### config.mk
export PLATFORM = sky130hd
export DESIGN_NAME = detector_capture_ctrl_flat
export DESIGN_NICKNAME = d
export VERILOG_FILES = /design/src/rtl/detector_capture_ctrl_if.sv /design/src/rtl/detector_capture_ctrl.sv /design/src/flat_wrapper.sv
export SDC_FILE = /design/constraint.sdc
export NUM_CORES = 1
export LEC_CHECK = 0
export BUFFER_PORTS_ARGS = -buffer_cell sky130_fd_sc_hd__buf_2
export CELL_PAD_IN_SITES_DETAIL_PLACEMENT = 0
export CELL_PAD_IN_SITES_GLOBAL_PLACEMENT = 1
export CORE_MARGIN = 3
export CORE_UTILIZATION = 30
export DETAILED_ROUTE_END_ITERATION = 6
export GPL_TIMING_DRIVEN = 0
export PLACE_DENSITY = 0.74
export SYNTH_ARGS = -nofsm -noshare
export SYNTH_HDL_FRONTEND = slang
export SYNTH_SLANG_ARGS = --single-unit
### constraint.sdc
create_clock -name clk -period 3.3 [get_ports clk]
set_input_delay 0.825 -clock clk [delete_from_list [all_inputs] [get_ports clk]]
set_output_delay 0.825 -clock clk [all_outputs]
set_load 0.02 [all_outputs]
### src/rtl/detector_capture_ctrl_if.sv
// ----------------------------------------------------------------------------
// detector_capture_ctrl_if
// Stream bundle between the detector driver source, the capture sequencer and
// the downstream video pipe.
//   din_*      : Avalon-ST style source stream (no backpressure)
//   dout_*     : gated, registered stream towards the video pipe
//   dout_ready : downstream ready, observed by the sequencer only
// Modports:
//   master : environment side (drives din_*, dout_ready; observes dout_*)
//   slave  : sequencer side   (observes din_*, dout_ready; drives dout_*)
// ----------------------------------------------------------------------------
interface detector_capture_ctrl_if #(
  parameter int DW = 14
) ();
  logic          din_sop;
  logic          din_eop;
  logic          din_valid;
  logic [DW-1:0] din_data;
  logic          dout_sop;
  logic          dout_eop;
  logic          dout_valid;
  logic [DW-1:0] dout_data;
  logic          dout_ready;

  modport master (
    output din_sop, din_eop, din_valid, din_data, dout_ready,
    input  dout_sop, dout_eop, dout_valid, dout_data
  );

  modport slave (
    input  din_sop, din_eop, din_valid, din_data, dout_ready,
    output dout_sop, dout_eop, dout_valid, dout_data
  );
endinterface

### src/rtl/detector_capture_ctrl.sv
// ----------------------------------------------------------------------------
// detector_capture_ctrl
// Frame-level capture sequencer. Passes whole frames only from the detector
// stream to the video pipe under host control (start / stop / continuous /
// N-frame capture), checks frame length and flags overflow and timeout.
// Ports:
//   clk, rst_n              clock, synchronous active-low reset
//   ctrl_start, ctrl_stop   one-cycle host pulses
//   ctrl_mode, ctrl_frames  0 = continuous, 1 = capture ctrl_frames frames
//   cap (slave modport)     din_* in, dout_* out (1-cycle registered), dout_ready
//   busy                    sequencer not idle
//   frames_done             complete frames forwarded since last start
//   err_len/err_ovf/err_tmo sticky error flags, cleared by an accepted start
// Build option: define CAP_TIMEOUT_EN to build the input idle-timeout counter;
// otherwise err_tmo is held at 0 and ARM/RUN wait indefinitely.
// ----------------------------------------------------------------------------
module detector_capture_ctrl #(
  parameter int DW           = 14,
  parameter int FRAME_PIXELS = 110592,
  parameter int PIX_W        = 17,
  parameter int FCNT_W       = 16,
  parameter int TIMEOUT_CYC  = 1048576
) (
  input  logic                     clk,
  input  logic                     rst_n,
  input  logic                     ctrl_start,
  input  logic                     ctrl_stop,
  input  logic                     ctrl_mode,
  input  logic [FCNT_W-1:0]        ctrl_frames,
  detector_capture_ctrl_if.slave   cap,
  output logic                     busy,
  output logic [FCNT_W-1:0]        frames_done,
  output logic                     err_len,
  output logic                     err_ovf,
  output logic                     err_tmo
);

  localparam logic [1:0]       ST_IDLE   = 2'd0;
  localparam logic [1:0]       ST_ARM    = 2'd1;
  localparam logic [1:0]       ST_RUN    = 2'd2;
  localparam logic [PIX_W-1:0] PIX_MAX   = {PIX_W{1'b1}};
  localparam logic [PIX_W:0]   FRAME_LEN = (PIX_W+1)'(FRAME_PIXELS);

  logic [1:0]        state_r, state_nxt_s;
  logic [PIX_W-1:0]  pix_cnt_r, pix_nxt_s;
  logic [FCNT_W-1:0] frames_done_r, frames_nxt_s;
  logic              stop_pend_r, stop_pend_nxt_s;
  logic              err_len_r, err_len_nxt_s;
  logic              err_ovf_r, err_ovf_nxt_s;
  logic              err_tmo_r, err_tmo_nxt_s;
  logic              busy_r;
  logic              dout_sop_r, dout_eop_r, dout_valid_r;
  logic [DW-1:0]     dout_data_r;
  logic              start_acc_s, fwd_s, fwd_sop_s, fwd_eop_s, eof_s;
  logic [PIX_W:0]    eof_len_s;
  logic              tmo_hit_s;

  assign start_acc_s = (state_r == ST_IDLE) && ctrl_start && !ctrl_stop;

`ifdef CAP_TIMEOUT_EN
  localparam int TW = $clog2(TIMEOUT_CYC + 1);
  logic [TW-1:0] idle_cnt_r;

  // Limit is reached on the cycle the counter would step to TIMEOUT_CYC.
  assign tmo_hit_s = (state_r != ST_IDLE) && !cap.din_valid &&
                     (idle_cnt_r == TW'(TIMEOUT_CYC - 1));

  // Input idle counter: runs only while armed/running and no beat arrives.
  always_ff @(posedge clk) begin
    if (!rst_n) begin
      idle_cnt_r <= {TW{1'b0}};
    end else if ((state_r == ST_IDLE) || cap.din_valid || tmo_hit_s) begin
      idle_cnt_r <= {TW{1'b0}};
    end else begin
      idle_cnt_r <= idle_cnt_r + TW'(1);
    end
  end
`else
  assign tmo_hit_s = 1'b0;
`endif

  // Next-state, forwarding decision and status update.
  always_comb begin
    state_nxt_s     = state_r;
    pix_nxt_s       = pix_cnt_r;
    frames_nxt_s    = frames_done_r;
    stop_pend_nxt_s = stop_pend_r;
    err_len_nxt_s   = err_len_r;
    fwd_s           = 1'b0;
    fwd_sop_s       = 1'b0;
    fwd_eop_s       = 1'b0;
    eof_s           = 1'b0;
    eof_len_s       = {1'b0, pix_cnt_r} + (PIX_W+1)'(1);
    case (state_r)
      ST_IDLE: begin
        if (start_acc_s) begin
          state_nxt_s   = ST_ARM;
          pix_nxt_s     = {PIX_W{1'b0}};
          frames_nxt_s  = {FCNT_W{1'b0}};
          err_len_nxt_s = 1'b0;
        end else begin
          state_nxt_s = ST_IDLE;
        end
      end
      ST_ARM: begin
        // A stop left pending by a missing-eop recovery is honoured here too.
        if (ctrl_stop || stop_pend_r) begin
          state_nxt_s = ST_IDLE;
        end else if (cap.din_valid && cap.din_sop) begin
          fwd_s     = 1'b1;
          fwd_sop_s = 1'b1;
          pix_nxt_s = (PIX_W)'(1);
          if (cap.din_eop) begin
            fwd_eop_s = 1'b1;
            eof_s     = 1'b1;
            eof_len_s = (PIX_W+1)'(1);
          end else begin
            state_nxt_s = ST_RUN;
          end
        end else begin
          state_nxt_s = ST_ARM;
        end
      end
      ST_RUN: begin
        if (ctrl_stop) begin
          stop_pend_nxt_s = 1'b1;
        end else begin
          stop_pend_nxt_s = stop_pend_r;
        end
        if (cap.din_valid) begin
          fwd_s = 1'b1;
          if (cap.din_sop) begin
            // New frame started inside this one: terminate it here, drop the rest.
            fwd_eop_s     = 1'b1;
            err_len_nxt_s = 1'b1;
            state_nxt_s   = ST_ARM;
          end else if (cap.din_eop) begin
            fwd_eop_s = 1'b1;
            eof_s     = 1'b1;
          end else if (pix_cnt_r != PIX_MAX) begin
            pix_nxt_s = pix_cnt_r + (PIX_W)'(1);
          end else begin
            pix_nxt_s = pix_cnt_r;
          end
        end else begin
          state_nxt_s = ST_RUN;
        end
      end
      default: begin
        state_nxt_s = ST_IDLE;
      end
    endcase

    if (eof_s) begin
      frames_nxt_s = frames_done_r + (FCNT_W)'(1);
      if (eof_len_s != FRAME_LEN) begin
        err_len_nxt_s = 1'b1;
      end else begin
        err_len_nxt_s = err_len_r;
      end
      if (stop_pend_r || ctrl_stop ||
          (ctrl_mode && (ctrl_frames != {FCNT_W{1'b0}}) && (frames_nxt_s == ctrl_frames))) begin
        state_nxt_s = ST_IDLE;
      end else begin
        state_nxt_s = ST_ARM;
      end
    end else begin
      frames_nxt_s = frames_nxt_s;
    end

    if (tmo_hit_s) begin
      state_nxt_s = ST_IDLE;
    end else begin
      state_nxt_s = state_nxt_s;
    end

    if (state_nxt_s == ST_IDLE) begin
      stop_pend_nxt_s = 1'b0;
    end else begin
      stop_pend_nxt_s = stop_pend_nxt_s;
    end

    if (start_acc_s) begin
      err_ovf_nxt_s = 1'b0;
      err_tmo_nxt_s = 1'b0;
    end else begin
      err_ovf_nxt_s = err_ovf_r | (dout_valid_r & ~cap.dout_ready);
      err_tmo_nxt_s = err_tmo_r | tmo_hit_s;
    end
  end

  // State, counters, flags and the registered output stream.
  always_ff @(posedge clk) begin
    if (!rst_n) begin
      state_r       <= ST_IDLE;
      pix_cnt_r     <= {PIX_W{1'b0}};
      frames_done_r <= {FCNT_W{1'b0}};
      stop_pend_r   <= 1'b0;
      err_len_r     <= 1'b0;
      err_ovf_r     <= 1'b0;
      err_tmo_r     <= 1'b0;
      busy_r        <= 1'b0;
      dout_sop_r    <= 1'b0;
      dout_eop_r    <= 1'b0;
      dout_valid_r  <= 1'b0;
      dout_data_r   <= {DW{1'b0}};
    end else begin
      state_r       <= state_nxt_s;
      pix_cnt_r     <= pix_nxt_s;
      frames_done_r <= frames_nxt_s;
      stop_pend_r   <= stop_pend_nxt_s;
      err_len_r     <= err_len_nxt_s;
      err_ovf_r     <= err_ovf_nxt_s;
      err_tmo_r     <= err_tmo_nxt_s;
      busy_r        <= (state_nxt_s != ST_IDLE);
      dout_sop_r    <= fwd_sop_s;
      dout_eop_r    <= fwd_eop_s;
      dout_valid_r  <= fwd_s;
      dout_data_r   <= cap.din_data;
    end
  end

  assign cap.dout_sop   = dout_sop_r;
  assign cap.dout_eop   = dout_eop_r;
  assign cap.dout_valid = dout_valid_r;
  assign cap.dout_data  = dout_data_r;
  assign busy           = busy_r;
  assign frames_done    = frames_done_r;
  assign err_len        = err_len_r;
  assign err_ovf        = err_ovf_r;
  assign err_tmo        = err_tmo_r;

endmodule
### src/flat_wrapper.sv
// flat-port wrapper written by rule: the top's interface ports become plain ports
module detector_capture_ctrl_flat 
#(
  parameter int DW           = 14,
  parameter int FRAME_PIXELS = 110592,
  parameter int PIX_W        = 17,
  parameter int FCNT_W       = 16,
  parameter int TIMEOUT_CYC  = 1048576
)
  (clk, rst_n, ctrl_start, ctrl_stop, ctrl_mode, ctrl_frames, busy, frames_done, err_len, err_ovf, err_tmo, cap_din_sop, cap_din_eop, cap_din_valid, cap_din_data, cap_dout_ready, cap_dout_sop, cap_dout_eop, cap_dout_valid, cap_dout_data);
  detector_capture_ctrl_if #(.DW(DW)) cap_i ();
  input  logic clk;
  input  logic rst_n;
  input  logic ctrl_start;
  input  logic ctrl_stop;
  input  logic ctrl_mode;
  input  logic [FCNT_W-1:0] ctrl_frames;
  output logic busy;
  output logic [FCNT_W-1:0] frames_done;
  output logic err_len;
  output logic err_ovf;
  output logic err_tmo;
  input wire logic [$bits(cap_i.din_sop)-1:0] cap_din_sop;
  input wire logic [$bits(cap_i.din_eop)-1:0] cap_din_eop;
  input wire logic [$bits(cap_i.din_valid)-1:0] cap_din_valid;
  input wire logic [$bits(cap_i.din_data)-1:0] cap_din_data;
  input wire logic [$bits(cap_i.dout_ready)-1:0] cap_dout_ready;
  output wire logic [$bits(cap_i.dout_sop)-1:0] cap_dout_sop;
  output wire logic [$bits(cap_i.dout_eop)-1:0] cap_dout_eop;
  output wire logic [$bits(cap_i.dout_valid)-1:0] cap_dout_valid;
  output wire logic [$bits(cap_i.dout_data)-1:0] cap_dout_data;
  assign cap_i.din_sop = cap_din_sop;
  assign cap_i.din_eop = cap_din_eop;
  assign cap_i.din_valid = cap_din_valid;
  assign cap_i.din_data = cap_din_data;
  assign cap_i.dout_ready = cap_dout_ready;
  assign cap_dout_sop = cap_i.dout_sop;
  assign cap_dout_eop = cap_i.dout_eop;
  assign cap_dout_valid = cap_i.dout_valid;
  assign cap_dout_data = cap_i.dout_data;
  detector_capture_ctrl #(.DW(DW), .FRAME_PIXELS(FRAME_PIXELS), .PIX_W(PIX_W), .FCNT_W(FCNT_W), .TIMEOUT_CYC(TIMEOUT_CYC)) u_core (.clk(clk), .rst_n(rst_n), .ctrl_start(ctrl_start), .ctrl_stop(ctrl_stop), .ctrl_mode(ctrl_mode), .ctrl_frames(ctrl_frames), .cap(cap_i), .busy(busy), .frames_done(frames_done), .err_len(err_len), .err_ovf(err_ovf), .err_tmo(err_tmo));
endmodule
==> results.sh, run 1 <==
export IMPL_critPathRequiredTime_ns=3.52
export IMPL_synth_area_top_cells="dfxtp_1 (33%), o21ai_0 (5.8%), nor2_1 (5.3%)"
export IMPL_ys_types=58
export IMPL_crit_arrival_ns=3.35
export IMPL_synth_compound_area_share_pct=20.4
export IMPL_layout_drive_gt1_share_pct=21.9
export IMPL_synthAdderAreaFrac_pct=2.95
export IMPL_synthFlopType="dfxtp_1"
export IMPL_mappedNetlistArea_sq_um=3390
export IMPL_dp_cells=647
export IMPL_critPathKind="reg -> reg"
export IMPL_p_leak_uw=0.00164
export IMPL_rows=38
export IMPL_path_buf_inv=1
export IMPL_coreArea_sq_um=10900
export IMPL_synth_mux_area_share_pct=0.295
export IMPL_grt_pass1_wl_um=16600
export IMPL_dp_slack_ns=-0.175
export IMPL_synth_xor_area_share_pct=6.98
export IMPL_globalplace_congestion=0.849
export IMPL_postCtsHoldBufs=0
export IMPL_vdd_ir_drop_max_uv=249
export IMPL_total_power_uw=1380
export IMPL_yosysWarningCount=0
export IMPL_initial_core_util_pct=31.0
export IMPL_highest_layer="met4"
export IMPL_finalWirelength_um=10100
export IMPL_cts_tree="built"
export IMPL_synth_nets=480
export IMPL_fin_ws_ns=0.172
export IMPL_clockRootBuffer="clkbuf_16"
export IMPL_crit_path_frequent_cell="ha_1"
export IMPL_drv_slew=0
export IMPL_grt_max_degree=20
export IMPL_cts_buffer_depth=2
export IMPL_syn_inst=433
export IMPL_antenna_left=0
export IMPL_p_per_area_nw_per_um2=334
export IMPL_floorplan_io_pins=76
export IMPL_route_vias_total=3507
export IMPL_clkTransAtPathRegs_ns=0.08
export IMPL_met1_length_um=4810
export IMPL_yosys_area_share_simple_pct=30.1
export IMPL_synth_avg_cell_area_sq_um=7.83
export IMPL_drc=0
export IMPL_synthArstFlopShare_pct=0
export IMPL_routedWlPerCell_um=15.3
export IMPL_wl_met3_um=470
export IMPL_fin_nets=563
export IMPL_synth_edf_count=0
export IMPL_crit_slowest_cell="or4b_4"
export IMPL_final_core_util_pct=37.8
export IMPL_grt_overflow=0
export IMPL_crit_family="simple AND/OR/NAND/NOR gates"
export IMPL_cp_start_kind="register"
export IMPL_drv_cap=0
export IMPL_end_kind="register"
export IMPL_hold_viol_final=0
export IMPL_finalNonFillerCells=657
export IMPL_syn_to_final_growth_pct=22.0
export IMPL_htreeDepth=2
export IMPL_grt_usage_pct=15.7
export IMPL_period_minus_slack_ns=3.13
export IMPL_synth_top_family_by_area="simple AND/OR/NAND/NOR gates"
export IMPL_die_h_um=112
export IMPL_clk_latency_ns=0.29
export IMPL_dr_pass1_iters=4
export IMPL_slew_headroom_pct=49.0
export IMPL_crit_chain="ha_1 > buf_6 > nand4_1 > nor4_4 > and3_4 > and3_1 > ha_1 > or4b_4 > a22oi_4 > nand3_2 > or4_1 > a21oi_1"
export IMPL_worst_pin_slew_ns=0.766
export IMPL_clock_sinks=56
export IMPL_dieArea_sq_um=12600
export IMPL_worstHoldPathType="reg -> reg"
export IMPL_antenna_found_initial=0
export IMPL_slowest_delay_ns=0.49
export IMPL_vias_per_cell=5.34
export IMPL_grt_pass1_vias=3250
export IMPL_wl_met2_um=4640
export IMPL_clock_skew_ns=0.00580
export IMPL_fmax_mhz=320
export IMPL_die_width_um=112
export IMPL_synth_top_area_share_pct=33.1
export IMPL_seq_area_frac_synth_pct=33.1
export IMPL_cts_buffers=5
export IMPL_path_max_fanout=9
export IMPL_synth_top_area_cell="dfxtp_1"
export IMPL_setup_violations=0
export IMPL_io_buffers=74
export IMPL_dp_hpwl_um=7550
export IMPL_status="finished clean"
export IMPL_synth_seq_cells=56
export IMPL_first_iter_violations=254
export IMPL_period_share_pct=94.8
export IMPL_diodes=0
==> synthesized netlist by cell type, types with 2 or more instances <==
library cell / instances
nor2b_1: 5
buf_2: 7
inv_1: 13
and2_1: 17
or3_1: 4
and3_1: 7
nand2_1: 29
nor2_1: 48
o211ai_1: 3
a211oi_1: 3
a31oi_1: 11
xnor2_1: 15
a22o_1: 2
o21ai_0: 39
nor4_1: 14
nand3b_1: 6
o41ai_1: 2
o311ai_0: 4
dfxtp_1: 56
o21a_1: 3
or4_1: 5
and4_1: 3
buf_6: 4
clkbuf_1: 10
o31ai_1: 2
ha_1: 8
xor2_1: 12
nor3b_1: 3
a21oi_1: 34
nand3_1: 12
nor3_1: 9
buf_4: 4
nand4_1: 14
==> state kept, by name, summed over array words and instances (netlist names) <==
signal and count:
u_core.pix_cnt_r 17, u_core.frames_done 16, u_core.cap.dout_data 14, u_core.state_r 2, u_core.busy 1, u_core.cap.dout_eop 1
u_core.cap.dout_sop 1, u_core.cap.dout_valid 1, u_core.err_len 1, u_core.err_ovf 1, u_core.stop_pend_r 1
==> cell families (layout without fill, tap and decap cells) <==
logic type,after synthesis,count (layout)
DFF,56,56
muxes,1,1
adders and majority gates,8,8
other,1,1
buffers and inverters,39,123
AOI/OAI and AO/OA,113,113
and+or+nand+nor,188,188
xor gates and xnor gates,27,27
==> routing by layer <==
metal	up-vias	GRT usage [%]
li1	1732	-
met4	0	3.61
met2	85	24.5
met3	8	1.78
met5	-	0
met1	1682	23.2
==> area by class of cell <==
type                       count  area, sq um
fill                        1175         6800
clock buffer                   5          125
timing repair buffer          76          385
buffer                        26          158
clock inverter                 3         25.0
multi-input combinational    338         2090
inverter                      13         48.8
sequential                    56         1130
tap                          140          175
==> path summary, 6_finish.rpt <==
check | startpoint | end | slack, ns | depth (start not counted)
worst min-delay path | u_core.pix_cnt_r[16] | u_core.pix_cnt_r[16] | 0.49 | 1
worst max register to register | u_core.pix_cnt_r[0] | u_core.pix_cnt_r[8] | 0.17 | 12
worst max-delay path | u_core.pix_cnt_r[0] | u_core.pix_cnt_r[8] | 0.17 | 12
worst min register to register | u_core.pix_cnt_r[16] | u_core.pix_cnt_r[16] | 0.49 | 1
==> placed cells by master, fill, tap and decap left out, drive strengths merged, types with 5 or more instances in the layout <==
| cell type | n |
|---|---|
| o21ai | 39 |
| nor2b | 5 |
| nand2 | 29 |
| xnor2 | 15 |
| nand3 | 13 |
| nor3 | 10 |
| buf | 91 |
| and2 | 18 |
| ha | 8 |
| nor4 | 14 |
| a21oi | 34 |
| nand3b | 6 |
| clkbuf | 15 |
| inv | 15 |
| nor2 | 48 |
| or4 | 5 |
| dfxtp | 56 |
| xor2 | 12 |
| and3 | 8 |
| a31oi | 11 |
| nand4 | 14 |
==> power breakdown <==
part / total, uW / leakage, uW / internal, uW / switching (uW)
logic: 136 / 0.00111 / 52.0 / 84.4
registers: 688 / 0.000457 / 684 / 3.50
clock network: 557 / 0.0000708 / 288 / 269
total: 1380 / 0.00164 / 1020 / 357
==> through the flow <==
| stage | instance area, sq um | hold slack (ns) | setup TNS [ns] |
|---|---|---|---|
| floorplan | 3390 | 0.452 | 0 |
| global placement | 3940 | 0.470 | -0.786 |
| detailed placement | 3940 | 0.478 | -0.473 |
| CTS | 4100 | 0.496 | 0 |
| global route | 4140 | 0.538 | -0.00678 |
| finish | 4140 | 0.492 | 0 |
==> timing repair <==
item,in CTS,in global routing
setup endpoints to repair,10,15
pin swaps,0,4
setup buffers,0,2
gates cloned,0,0
gates resized for setup,4,7
Power figures use the tool's default switching activity.
==> run 2, diff against run 1 <==
--- a/config.mk
+++ b/config.mk
@@ -5,14 +5,14 @@
 export SDC_FILE = /design/constraint.sdc
 export NUM_CORES = 1
 export LEC_CHECK = 0
-export BUFFER_PORTS_ARGS = -buffer_cell sky130_fd_sc_hd__buf_2
 export CELL_PAD_IN_SITES_DETAIL_PLACEMENT = 0
 export CELL_PAD_IN_SITES_GLOBAL_PLACEMENT = 1
 export CORE_MARGIN = 3
 export CORE_UTILIZATION = 30
 export DETAILED_ROUTE_END_ITERATION = 6
+export DONT_BUFFER_PORTS = 1
 export GPL_TIMING_DRIVEN = 0
-export PLACE_DENSITY = 0.74
+export PLACE_DENSITY = 0.66
 export SYNTH_ARGS = -nofsm -noshare
 export SYNTH_HDL_FRONTEND = slang
 export SYNTH_SLANG_ARGS = --single-unit
==> constraint.sdc (replaced) <==
create_clock -name clk -period 3.8 [get_ports clk]
set_input_delay 0.95 -clock clk [delete_from_list [all_inputs] [get_ports clk]]
set_output_delay 0.95 -clock clk [all_outputs]
set_load 0.02 [all_outputs]
==> run 2 against run 1 <==
Via count down 8.6%. Total power shrank 15%. Maximum frequency decreased by 8.7%. Worst hold slack better by 0.0016 ns. Final area down 9.8%. Setup slack better by 0.20 ns. Sequential share of layout area is 2.8 points higher. Critical path depth grew 1.
==> results.sh, run 2 (synthesis results as in run 1) <==
export IMPL_grt_overflow=0
export IMPL_gr_usage_met3_pct=3.23
export IMPL_routedWlPerCell_um=17.2
export IMPL_n_fill_cell=1172
export IMPL_crit_family="simple AND/OR/NAND/NOR gates"
export IMPL_p_comb_share_pct=5.9
export IMPL_rsz0062_at_grt="no"
export IMPL_hold_viol_final=0
export IMPL_globalplace_congestion=0.862
export IMPL_grt_util_met1_pct=21.7
export IMPL_path_buf_inv=1
export IMPL_layout_drive_gt1_share_pct=7.48
export IMPL_path_max_fanout=9
export IMPL_setup_violations=0
export IMPL_largest_reg_flops=17
export IMPL_grt_max_degree=21
export IMPL_period_share_pct=90.2
export IMPL_dp_hpwl_um=7480
export IMPL_cts_buffers=5
export IMPL_clkTransAtPathRegs_ns=0.08
export IMPL_worst_pin_slew_ns=0.694
export IMPL_whs_path_depth=2
export IMPL_grt_usage_pct=15.3
export IMPL_status="finished clean"
export IMPL_final_design_area_no_fill_sq_um=3730
export IMPL_top_register="u_core.pix_cnt_r"
export IMPL_clock_sinks=56
export IMPL_drc=0
export IMPL_reg2reg_from="u_core.pix_cnt_r[0]"
export IMPL_switching_share_pct=25.7
export IMPL_route_vias_total=3206
export IMPL_seqPwrFrac_pct=51.7
export IMPL_switching_power_uw=303
export IMPL_die_h_um=112
export IMPL_p_clk_share_pct=42.4
export IMPL_antenna_left=0
export IMPL_intPower_uw=877
export IMPL_finalNonFillerCells=581
export IMPL_r2r_end="u_core.pix_cnt_r[6]"
export IMPL_grt_pass1_vias=3053
export IMPL_diodes=0
export IMPL_io_buffers=0
export IMPL_total_power_uw=1180
export IMPL_floorplan_io_pins=76
export IMPL_slew_headroom_pct=53.3
export IMPL_dieArea_sq_um=12600
export IMPL_grt_pass1_wl_um=16000
export IMPL_regToRegSetupSlack_ns=0.37
export IMPL_clk_latency_ns=0.30
export IMPL_critPathRequiredTime_ns=4.03
export IMPL_first_iter_violations=227
export IMPL_cp_start_kind="register"
export IMPL_min_from="u_core.pix_cnt_r[15]"
export IMPL_worstHoldPathType="reg -> reg"
export IMPL_syn_to_final_growth_pct=10.0
export IMPL_initial_core_util_pct=31.0
export IMPL_crit_slowest_cell="or4b_4"
export IMPL_drv_cap=0
export IMPL_end_kind="register"
export IMPL_whs_endpoint="u_core.pix_cnt_r[15]"
export IMPL_reg2regPathDepth=13
export IMPL_dp_cells=573
export IMPL_htreeDepth=2
export IMPL_die_width_um=112
export IMPL_fin_setup_tns_ns=0
export IMPL_postCtsHoldBufs=0
export IMPL_vias_per_cell=5.52
export IMPL_mostFrequentLayoutCell="dfxtp_1"
export IMPL_fmax_mhz=292
export IMPL_cts_tree="built"
export IMPL_coreArea_sq_um=10900
export IMPL_clockRootBuffer="clkbuf_16"
export IMPL_fin_nets=487
export IMPL_grt_busiest_layer="met2"
export IMPL_crit_arrival_ns=3.66
export IMPL_p_leak_uw=0.00128
export IMPL_slowest_delay_ns=0.49
export IMPL_rows=38
export IMPL_critPathKind="reg -> reg"
export IMPL_dr_pass1_iters=5
export IMPL_drv_slew=0
export IMPL_vdd_ir_drop_max_uv=206
export IMPL_clock_skew_ns=0.0102
export IMPL_p_per_area_nw_per_um2=317
export IMPL_crit_chain="ha_1 > buf_6 > nand4_1 > nor4_2 > and3_1 > and3_1 > ha_1 > or4b_4 > a22oi_4 > nand3_2 > nor2_1 > nand3_1 > o21ai_0"
export IMPL_met2_usage_pct=24.0
export IMPL_antenna_found_initial=0
export IMPL_placed_cell_area_sq_um=3560
export IMPL_mostFrequentLayoutCells="dfxtp_1 (56), nor2_1 (48), o21ai_0 (39)"
export IMPL_cts_buffer_depth=2
export IMPL_period_minus_slack_ns=3.43
export IMPL_finalWirelength_um=9980
## run 2: worst max path at each step
stage	depth (start not counted)	from	slack, ns	endpoint
floorplan	12	u_core.pix_cnt_r[0]	0.94	u_core.pix_cnt_r[8]
global placement	13	u_core.pix_cnt_r[0]	0.27	u_core.err_len
finish	13	u_core.pix_cnt_r[0]	0.37	u_core.pix_cnt_r[6]
global route	13	u_core.pix_cnt_r[0]	0.07	u_core.pix_cnt_r[11]
CTS	13	u_core.pix_cnt_r[0]	0.21	u_core.err_len
detailed placement	13	u_core.pix_cnt_r[0]	0.23	u_core.err_len
## run 2: repair_timing
action	CTS	global route
resized for setup	0	3
endpoints found under the setup margin	0	4
setup buffers	0	0
## run 2: metrics by stage
step | setup WS (ns) | hold WS (ns) | util (%)
after floorplan | 0.941 | 0.452 | -
after global placement | 0.268 | 0.470 | 32.6
after detailed placement | 0.228 | 0.482 | 32.6
after CTS | 0.206 | 0.494 | 34.0
after global routing | 0.0708 | 0.526 | 34.1
final | 0.373 | 0.493 | 34.1
## run 2: layout make-up
cell class                      instances  area, sq um  share of cell area (%)
Buffer                                 26          158                    4.23
Clock inverter                          3         28.8                   0.772
Tap cell                              140          175                    4.70
Sequential cell                        56         1120                    30.1
Clock buffer                            5          125                    3.35
Inverter                               13         48.8                    1.31
Multi-Input combinational cell        338         2070                    55.6
## run 2: per-layer routing
metal	wire length [um]	vias up	part of all wire [%]
met3	572	6	5.7
met1	4800	1533	48
li1	-	1583	-
met5	0	-	0
met4	84	0	0.84
met2	4520	84	45
## run 2: power groups by stage
stage | clock network (uW) | logic (uW) | registers [uW]
final | 500 | 69.2 | 611
after global placement | 0 | 68.5 | 625
after CTS | 514 | 69.4 | 611
after global routing | 531 | 77.2 | 612
after detailed placement | 0 | 69.1 | 625
after floorplan | 0 | 51.8 | 624
## run 2: worst reg2reg max path, stage by stage (launching register included)
cell	delay [ns]
dfxtp_1	0.41
ha_1	0.25
buf_6	0.14
nand4_1	0.20
nor4_2	0.10
and3_1	0.22
and3_1	0.19
ha_1	0.18
or4b_4	0.49
a22oi_4	0.28
nand3_2	0.15
nor2_1	0.46
nand3_1	0.14
o21ai_0	0.14
==> run 3, diff against run 2 <==
==> constraint.sdc (replaced) <==
create_clock -name clk -period 3.87 [get_ports clk]
set_input_delay 0.9675 -clock clk [delete_from_list [all_inputs] [get_ports clk]]
set_output_delay 0.9675 -clock clk [all_outputs]
set_load 0.02 [all_outputs]
==> run 3 against run 2 <==
Clock power decreased by 1%. Non-clock buffer count is the same. Setup slack lost 0.040 ns. Via count down 0.78%. Die area did not move. Total power fell by 1.7%. Count of clock-buffer cells in the layout unchanged. Worst hold slack hardly changed. Largest cell class unchanged. Sequential cell count unchanged. Clock skew grew 0.0011 ns. Final cell count stayed put. Utilization shrank 0.092 points.
==> results.sh, run 3 (synthesis results as in run 1) <==
export IMPL_status="finished clean"
export IMPL_slew_headroom_pct=40.8
export IMPL_placed_cell_area_sq_um=3560
export IMPL_antenna_found_initial=0
export IMPL_mostFrequentLayoutCell="dfxtp_1"
export IMPL_end_kind="register"
export IMPL_crit_slowest_cell="a21oi_1"
export IMPL_vias_per_cell=5.48
export IMPL_dr_pass1_iters=4
export IMPL_hold_viol_final=0
export IMPL_fmax_mhz=283
export IMPL_clockRootBuffer="clkbuf_16"
export IMPL_rows=38
export IMPL_dp_cells=573
export IMPL_syn_to_final_growth_pct=9.75
export IMPL_regToRegSetupSlack_ns=0.33
export IMPL_fin_setup_tns_ns=0
export IMPL_whs_path_depth=2
export IMPL_postCtsHoldBufs=0
export IMPL_rsz0062_at_grt="no"
export IMPL_fin_nets=487
export IMPL_die_width_um=112
export IMPL_top_register="u_core.pix_cnt_r"
export IMPL_finalWirelength_um=9940
export IMPL_critPathRequiredTime_ns=4.05
export IMPL_clock_sinks=56
export IMPL_floorplan_io_pins=76
export IMPL_io_buffers=0
export IMPL_cp_start_kind="register"
export IMPL_clock_skew_ns=0.0113
export IMPL_globalplace_congestion=0.862
export IMPL_whs_endpoint="u_core.pix_cnt_r[15]"
export IMPL_clk_latency_ns=0.30
export IMPL_p_leak_uw=0.00128
export IMPL_cts_buffer_depth=2
export IMPL_fin_ws_ns=0.332
export IMPL_diodes=0
export IMPL_antenna_left=0
export IMPL_drc=0
export IMPL_slowest_delay_ns=0.70
export IMPL_cts_buffers=5
export IMPL_post_cts_buffers=0
export IMPL_cts_tree="built"
export IMPL_dieArea_sq_um=12600
export IMPL_whs_ns=0.493
export IMPL_period_minus_slack_ns=3.54
export IMPL_setup_violations=0
export IMPL_worst_pin_slew_ns=0.889
export IMPL_grt_pass1_vias=3053
export IMPL_reg2reg_from="u_core.pix_cnt_r[0]"
export IMPL_grt_usage_pct=15.3
export IMPL_routedWlPerCell_um=17.1
export IMPL_htreeDepth=2
export IMPL_crit_arrival_ns=3.72
export IMPL_p_per_area_nw_per_um2=312
export IMPL_die_h_um=112
export IMPL_min_from="u_core.pix_cnt_r[15]"
export IMPL_path_max_fanout=10
export IMPL_r2r_end="u_core.pix_cnt_r[9]"
export IMPL_dp_hpwl_um=7480
export IMPL_route_vias_total=3181
export IMPL_mostFrequentLayoutCells="dfxtp_1 (56), nor2_1 (48), o21ai_0 (39)"
export IMPL_dp_slack_ns=0.298
export IMPL_drv_cap=0
export IMPL_drv_slew=0
export IMPL_n_fill_cell=1174
export IMPL_crit_chain="ha_1 > buf_6 > nand4_1 > nor4_1 > and3_1 > and3_1 > ha_1 > or4b_4 > a22oi_4 > a21oi_1 > o21ai_0 > o41ai_1"
export IMPL_grt_overflow=0
export IMPL_period_share_pct=91.4
export IMPL_layout_drive_gt1_share_pct=7.03
export IMPL_worstHoldPathType="reg -> reg"
export IMPL_finalNonFillerCells=581
export IMPL_critPathKind="reg -> reg"
export IMPL_grt_pass1_wl_um=16000
export IMPL_final_design_area_no_fill_sq_um=3720
export IMPL_clkTransAtPathRegs_ns=0.08
export IMPL_grt_max_degree=21
export IMPL_vdd_ir_drop_max_uv=201
export IMPL_coreArea_sq_um=10900
export IMPL_largest_reg_flops=17
export IMPL_reg2regPathDepth=12
export IMPL_first_iter_violations=216
export IMPL_initial_core_util_pct=31.0
-- run 3: timing repair --
| item | 4_1_cts | 5_1_grt |
|---|---|---|
| endpoints found under the hold margin | 0 | 0 |
| gates resized for setup | 0 | 1 |
| endpoints found under the setup margin | 0 | 1 |
-- run 3: critical path: cells and delay by family, from the launching register on --
| kind | cells | cell delay, ns |
|---|---|---|
| compound gates | 4 | 1.10 |
| fa+ha+maj | 2 | 0.36 |
| buf+inv | 1 | 0.13 |
| flops | 1 | 0.52 |
| simple gates | 5 | 1.31 |
-- run 3: worst max path at each step --
stage | slack, ns | endpoint | from
after floorplan | 1.01 | u_core.pix_cnt_r[8] | u_core.pix_cnt_r[0]
after global placement | 0.34 | u_core.err_len | u_core.pix_cnt_r[0]
after detailed placement | 0.30 | u_core.err_len | u_core.pix_cnt_r[0]
after CTS | 0.28 | u_core.err_len | u_core.pix_cnt_r[0]
after global routing | 0.04 | u_core.pix_cnt_r[9] | u_core.pix_cnt_r[0]
final | 0.33 | u_core.pix_cnt_r[9] | u_core.pix_cnt_r[0]
-- run 3: final cells by class --
class                   count  area (sq um)  share of cell area [%]
plain buffers              26           158                    4.24
clock buffers               5           125                    3.36
clock inverters             3          28.8                   0.774
inverters                  13          48.8                    1.31
multi-input cells         338          2060                    55.5
flip-flops and latches     56          1120                    30.1
well taps                 140           175                    4.71
-- run 3: per-layer routing --
metal	vias to the layer above	routed length (um)	part of all wire [%]	GRT usage, %
li1	1587	-	-	-
met1	1510	4850	49	21.7
met2	76	4470	45	24.0
met3	8	504	5.1	3.23
met4	0	116	1.2	3.37
met5	-	0	0	0
-- run 3: per-stage QoR --
step           util, %  total power [uW]
2_1_floorplan        -               663
3_3_place_gp      32.6               681
3_5_place_dp      32.6               682
4_1_cts           34.0              1170
5_1_grt           34.0              1200
6_report          34.0              1160
-- run 3: power by group --
part / leakage (uW) / internal (uW) / switching, uW
sequential: 0.000455 / 585 / 15.0
combinational: 0.000744 / 25.8 / 41.7
clock: 0.0000767 / 251 / 242
total: 0.00128 / 861 / 299
